--- src/rtl/glbl_rst_seq_if.sv ---
// Bus between the global reset register and the reset sequencer.
// The master drives the release requests; the slave returns the sequenced resets and status.
interface glbl_rst_seq_if #(
  parameter int NDOM = 8
);
  logic [NDOM-1:0] rst_req_n;
  logic [NDOM-1:0] dom_rst_n;
  logic            busy;
  logic [3:0]      cur_dom;
  logic            rel_pulse;

  modport master (
    output rst_req_n,
    input  dom_rst_n,
    input  busy,
    input  cur_dom,
    input  rel_pulse
  );

  modport slave (
    input  rst_req_n,
    output dom_rst_n,
    output busy,
    output cur_dom,
    output rel_pulse
  );
endinterface

--- src/rtl/glbl_rst_seq.sv ---
// Global reset sequencer: asserts domain resets immediately and releases them one at a time,
// lowest index first, REL_DLY cycles after selection. Define GLBL_RST_SEQ_STRETCH_EN for minimum assertion width.
module glbl_rst_seq #(
  parameter int NDOM       = 8,
  parameter int REL_DLY    = 16,
  parameter int MIN_ASSERT = 4
) (
  input logic           clk,
  input logic           s_reset,
  glbl_rst_seq_if.slave bus
);
  typedef enum logic {
    ST_IDLE,
    ST_WAIT
  } state_t;

  state_t          state_q, state_d;
  logic [7:0]      cnt_q, cnt_d;
  logic [3:0]      cur_dom_q, cur_dom_d;
  logic            busy_q, busy_d;
  logic            rel_pulse_q, rel_pulse_d;
  logic [NDOM-1:0] dom_rst_n_q, dom_rst_n_d;
  logic [NDOM-1:0] str_clear;
  logic [NDOM-1:0] pending;
  logic [NDOM-1:0] cur_mask;
  logic            sel_found;
  logic [3:0]      sel_idx;

  if (NDOM < 1 || NDOM > 16 || REL_DLY < 1 || REL_DLY > 255 ||
      MIN_ASSERT < 1 || MIN_ASSERT > 255) begin : g_param_check
    $error("glbl_rst_seq: parameter out of range");
  end

`ifdef GLBL_RST_SEQ_STRETCH_EN
  // Each falling edge of a domain reset arms its counter; the domain cannot be selected until it drains.
  for (genvar gi = 0; gi < NDOM; gi++) begin : g_stretch
    logic [7:0] str_q, str_d;

    always_comb begin
      str_d = str_q;
      if (dom_rst_n_q[gi] && !dom_rst_n_d[gi]) begin
        str_d = 8'(MIN_ASSERT);
      end else if (str_q != 8'd0) begin
        str_d = str_q - 8'd1;
      end
    end

    always_ff @(posedge clk) begin
      if (s_reset) begin
        str_q <= 8'd0;
      end else begin
        str_q <= str_d;
      end
    end

    assign str_clear[gi] = (str_q == 8'd0);
  end
`else
  assign str_clear = '1;
`endif

  always_comb begin
    pending   = bus.rst_req_n & ~dom_rst_n_q & str_clear;
    sel_found = 1'b0;
    sel_idx   = 4'd0;
    // Scan downwards so the lowest pending index wins.
    for (int i = NDOM - 1; i >= 0; i--) begin
      if (pending[i]) begin
        sel_found = 1'b1;
        sel_idx   = 4'(i);
      end
    end
    cur_mask = '0;
    for (int i = 0; i < NDOM; i++) begin
      cur_mask[i] = (cur_dom_q == 4'(i));
    end
  end

  always_comb begin
    state_d     = state_q;
    cnt_d       = cnt_q;
    cur_dom_d   = cur_dom_q;
    busy_d      = busy_q;
    rel_pulse_d = 1'b0;
    // A low request always wins on its own bit, whatever the FSM is doing.
    dom_rst_n_d = dom_rst_n_q & bus.rst_req_n;

    case (state_q)
      ST_IDLE: begin
        if (sel_found) begin
          state_d   = ST_WAIT;
          cnt_d     = 8'(REL_DLY);
          cur_dom_d = sel_idx;
          busy_d    = 1'b1;
        end
      end
      ST_WAIT: begin
        if ((bus.rst_req_n & cur_mask) == '0) begin
          state_d   = ST_IDLE;
          cnt_d     = 8'd0;
          cur_dom_d = 4'd0;
          busy_d    = 1'b0;
        end else begin
          cnt_d = cnt_q - 8'd1;
          if (cnt_q == 8'd1) begin
            dom_rst_n_d = dom_rst_n_d | cur_mask;
            rel_pulse_d = 1'b1;
            state_d     = ST_IDLE;
            cur_dom_d   = 4'd0;
            busy_d      = 1'b0;
          end
        end
      end
      default: begin
        state_d = ST_IDLE;
      end
    endcase
  end

  always_ff @(posedge clk) begin
    if (s_reset) begin
      state_q     <= ST_IDLE;
      cnt_q       <= 8'd0;
      cur_dom_q   <= 4'd0;
      busy_q      <= 1'b0;
      rel_pulse_q <= 1'b0;
      dom_rst_n_q <= '0;
    end else begin
      state_q     <= state_d;
      cnt_q       <= cnt_d;
      cur_dom_q   <= cur_dom_d;
      busy_q      <= busy_d;
      rel_pulse_q <= rel_pulse_d;
      dom_rst_n_q <= dom_rst_n_d;
    end
  end

  assign bus.dom_rst_n = dom_rst_n_q;
  assign bus.busy      = busy_q;
  assign bus.cur_dom   = cur_dom_q;
  assign bus.rel_pulse = rel_pulse_q;
endmodule
--- src/flat_wrapper.sv ---
// flat-port wrapper written by rule: the top's interface ports become plain ports
module glbl_rst_seq_flat 
#(
  parameter int NDOM       = 8,
  parameter int REL_DLY    = 16,
  parameter int MIN_ASSERT = 4
)
  (clk, s_reset, bus_rst_req_n, bus_dom_rst_n, bus_busy, bus_cur_dom, bus_rel_pulse);
  glbl_rst_seq_if #(.NDOM(NDOM)) bus_i ();
  input logic clk;
  input logic s_reset;
  input wire logic [$bits(bus_i.rst_req_n)-1:0] bus_rst_req_n;
  output wire logic [$bits(bus_i.dom_rst_n)-1:0] bus_dom_rst_n;
  output wire logic [$bits(bus_i.busy)-1:0] bus_busy;
  output wire logic [$bits(bus_i.cur_dom)-1:0] bus_cur_dom;
  output wire logic [$bits(bus_i.rel_pulse)-1:0] bus_rel_pulse;
  assign bus_i.rst_req_n = bus_rst_req_n;
  assign bus_dom_rst_n = bus_i.dom_rst_n;
  assign bus_busy = bus_i.busy;
  assign bus_cur_dom = bus_i.cur_dom;
  assign bus_rel_pulse = bus_i.rel_pulse;
  glbl_rst_seq #(.NDOM(NDOM), .REL_DLY(REL_DLY), .MIN_ASSERT(MIN_ASSERT)) u_core (.clk(clk), .s_reset(s_reset), .bus(bus_i));
endmodule
--- config.mk ---
export PLATFORM = sky130hd
export DESIGN_NAME = glbl_rst_seq_flat
export DESIGN_NICKNAME = d
export VERILOG_FILES = /design/src/rtl/glbl_rst_seq_if.sv /design/src/rtl/glbl_rst_seq.sv /design/src/flat_wrapper.sv
export SDC_FILE = /design/constraint.sdc
export NUM_CORES = 1
export LEC_CHECK = 0
export CAP_MARGIN = 20
export CORE_ASPECT_RATIO = 1.2
export CORE_MARGIN = 1
export CORE_UTILIZATION = 45
export DETAILED_ROUTE_END_ITERATION = 12
export MAX_ROUTING_LAYER = met4
export PLACE_DENSITY = 0.74
export SYNTH_ARGS = -nofsm -noshare
export SYNTH_HDL_FRONTEND = slang
export SYNTH_SLANG_ARGS = --single-unit
--- constraint.sdc ---
create_clock -name clk -period 1.7 [get_ports clk]
set_clock_uncertainty 0.05 [all_clocks]
set_input_delay 0.34 -clock clk [delete_from_list [all_inputs] [get_ports clk]]
set_output_delay 0.34 -clock clk [all_outputs]
set_load 0.05 [all_outputs]
==> impl_results.md <==
- Status: finished with violations
- Violated checks: setup timing
- Synth Flop Type: dfxtp_1
- GRT Residual Overflow: 0
- Site Rows: 19
- Placed Cells: 221
- Max stage delay on crit path: 420 ps
- Fraction of layout cells with a size suffix above 1: 38.3%
- Largest net degree at the start of global routing: 14
- Worst skew pair latency: 320 ps
- Final setup viols: 16
- Antenna fix cells: 0
- Routed Antenna Nets: 0
- Ys async rst share: 0%
- Post-synthesis cell area: 1160 sq um
- TritonRoute pass-1 iters: 6
- Fmax: 0.523 GHz
- Setup ws final: -214 ps
- Clock Sink Count: 22
- P per Cell Area: 674 nW/um^2
- Die ar.: 2780 sq um
- Worst R2R Path Depth: 5
- Tot GR Track Use: 26.5%
- Hold Vio Cnt, Final: 0
- Seq cells post-synth: 22
- Arrival @ worst endpoint: 2120 ps
- TritonCTS Buffers: 3
- Chip Height: 57.6 um
- Total power: 1.18 mW
- Net count, final: 209
- Synthesized net count: 154
- Final Cycle Share: 113%
- CTS H-tree lvls: 1
- Vias per inst: 5.66
- Die X: 48.3 um
- Avg Inst Size Synth: 8.16 sq um
- CP Cell Sequence: mux2i_1 -> o32a_1 -> a211o_1 -> or3_4 -> o22ai_2
- Post-route minimum period: 1910 ps
- Path type of the worst min-delay path: input pin to flop
- Bufs and invs on worst path: 0
- Layout area overhead: 50.9%
- Final wirelength: 3.49 mm
- Family with the most delay on the worst path: compound AO/OA/AOI/OAI gates
- Crit Path Class: flop to flop
- Vias post-DR: 1285
- First-pass GRT wire length: 5.46 mm
- HPWL Detailed: 2.56 mm
- Post-synthesis sequential area ratio: 38.0%
- Synth top area share: 38.0%
- Req. time, crit path: 1910 ps
- P_leak: 0.735 nW
- Number of port buffers: 22
- Final GP Congestion: 0.906
- Mean routed wirelength per cell: 15.4 um
- CTS max path bufs: 2
- Ports: 24
- Crit. path cell count: 5
- Root Buffer: clkbuf_4
- Initial DRC count: 49
- Yosys Warn Count: 0
- Initial antenna violation count: 0
- Core ar.: 2350 sq um
- Max-Cap Viols: 0
- Clock transition at path regs: 120 ps
- Synth area leader: dfxtp_1
- Initial Utilization: 49.2%
- Vias in the first global route: 1240
- Synth Instances: 142
- Most frequent cells after synthesis: dfxtp_1, nand2_1, o22ai_1, nor2_1, nor2b_1
- Critical path peak fanout: 8
- Number of library cell types mapped by synthesis: 38
- EDFF count, synth: 0
- Filler Cell Count: 178
- RSZ-0062 raised after global routing: yes
- Worst path slowest cell: or3_4
- Non-filler instance count after layout: 227
- Cell with the most instances after synthesis: dfxtp_1
- Drc violations: 0
- Final core utilization: 74.3%
- Top post-synthesis cells by area: dfxtp_1, nand2_1, o22ai_1
- Worst hold stages: 3
- Crit. End Element: flop
- Final Slew Violations: 0
- Worst setup SP type: flop
- Maximum vdd ir drop: 630 uV
- CTS tree: built
==> where the power goes <==
part	internal (mW)	switching, mW
Clock	0.131	0.170
Sequential	0.541	0.0273
Combinational	0.150	0.158
Total	0.822	0.355
==> timing repair <==
| item | 4_1_cts | 5_1_grt |
|---|---|---|
| pin swaps | 7 | 6 |
| buffers inserted | 1 | 1 |
| hold buffers | 0 | 0 |
| endpoints found under the setup margin | 20 | 20 |
| gates resized for setup | 11 | 13 |
==> area by class of cell <==
class,count,area [sq um],share of cell area (%)
Clock buffer,4,36.3,2.08
Inverter,6,22.5,1.29
Multi-Input combinational cell,107,746,42.7
Sequential cell,22,455,26.1
Tap cell,31,38.8,2.22
Timing Repair Buffer,57,449,25.7
==> final timing paths <==
path | from | to | slack, ps
setup / recovery | u_core.bus.cur_dom[0]$_SDFFE_PP0P_ | u_core.bus.dom_rst_n[6]$_SDFF_PP0_ | -210
setup reg to reg | u_core.bus.cur_dom[0]$_SDFFE_PP0P_ | u_core.bus.dom_rst_n[6]$_SDFF_PP0_ | -210
hold / removal | bus_rst_req_n[2] | u_core.bus.dom_rst_n[2]$_SDFF_PP0_ | 400
hold reg to reg | u_core.cnt_q[6]$_SDFFE_PP0P_ | u_core.cnt_q[6]$_SDFFE_PP0P_ | 450
==> cell families after synthesis <==
group,after synthesis,synth area share (%)
mux,3,2.59
compound gates,37,21.9
buf+inv,13,4.97
flops,22,38.0
simple gates,64,30.0
other cells,1,0.324
fa+ha+maj,2,2.16
==> state kept, by name, summed over array words and instances, names as in the netlist <==
register / count
u_core.bus.dom_rst_n: 8
u_core.bus.cur_dom: 3
u_core.cnt_q: 8
u_core.bus.busy: 1
u_core.bus.rel_pulse: 1
u_core.state_q: 1
==> metrics by stage <==
stage	hold WS, ps	TNS [ps]	setup WS [ps]	cell area [sq um]
after floorplan	378	-2390	-226	1180
after global placement	399	-9960	-525	1610
after detailed placement	418	-10480	-585	1610
after CTS	386	-2060	-213	1670
after global routing	408	-3260	-273	1750
final	400	-2510	-214	1750
==> cells in the final DEF, fill, tap and decap left out, types with 4 or more instances in the layout <==
| cell | instances |
|---|---|
| nor2_1 | 8 |
| nand2_1 | 17 |
| dfxtp_1 | 16 |
| nor2b_1 | 8 |
| o22ai_2 | 6 |
| clkdlybuf4s50_1 | 5 |
| o22ai_1 | 4 |
| nor4_1 | 4 |
| a21oi_1 | 5 |
| nand3_1 | 6 |
| dlygate4sd2_1 | 4 |
| inv_1 | 6 |
| nand2b_1 | 4 |
| buf_4 | 47 |
==> worst register-to-register path: stages (launching register included) <==
cell and delay, ps:
dfxtp_4 390, mux2i_1 140, o32a_1 360, a211o_1 340, or3_4 420, o22ai_2 150
==> layer usage <==
layer	vias to the layer above	global-route usage [%]	routed length [um]
li1	627	-	-
met1	599	26.0	1380
met2	46	49.3	1870
met3	13	2.67	125
met4	0	18.1	105
met5	-	-	0
Power figures use the tool's default switching activity.
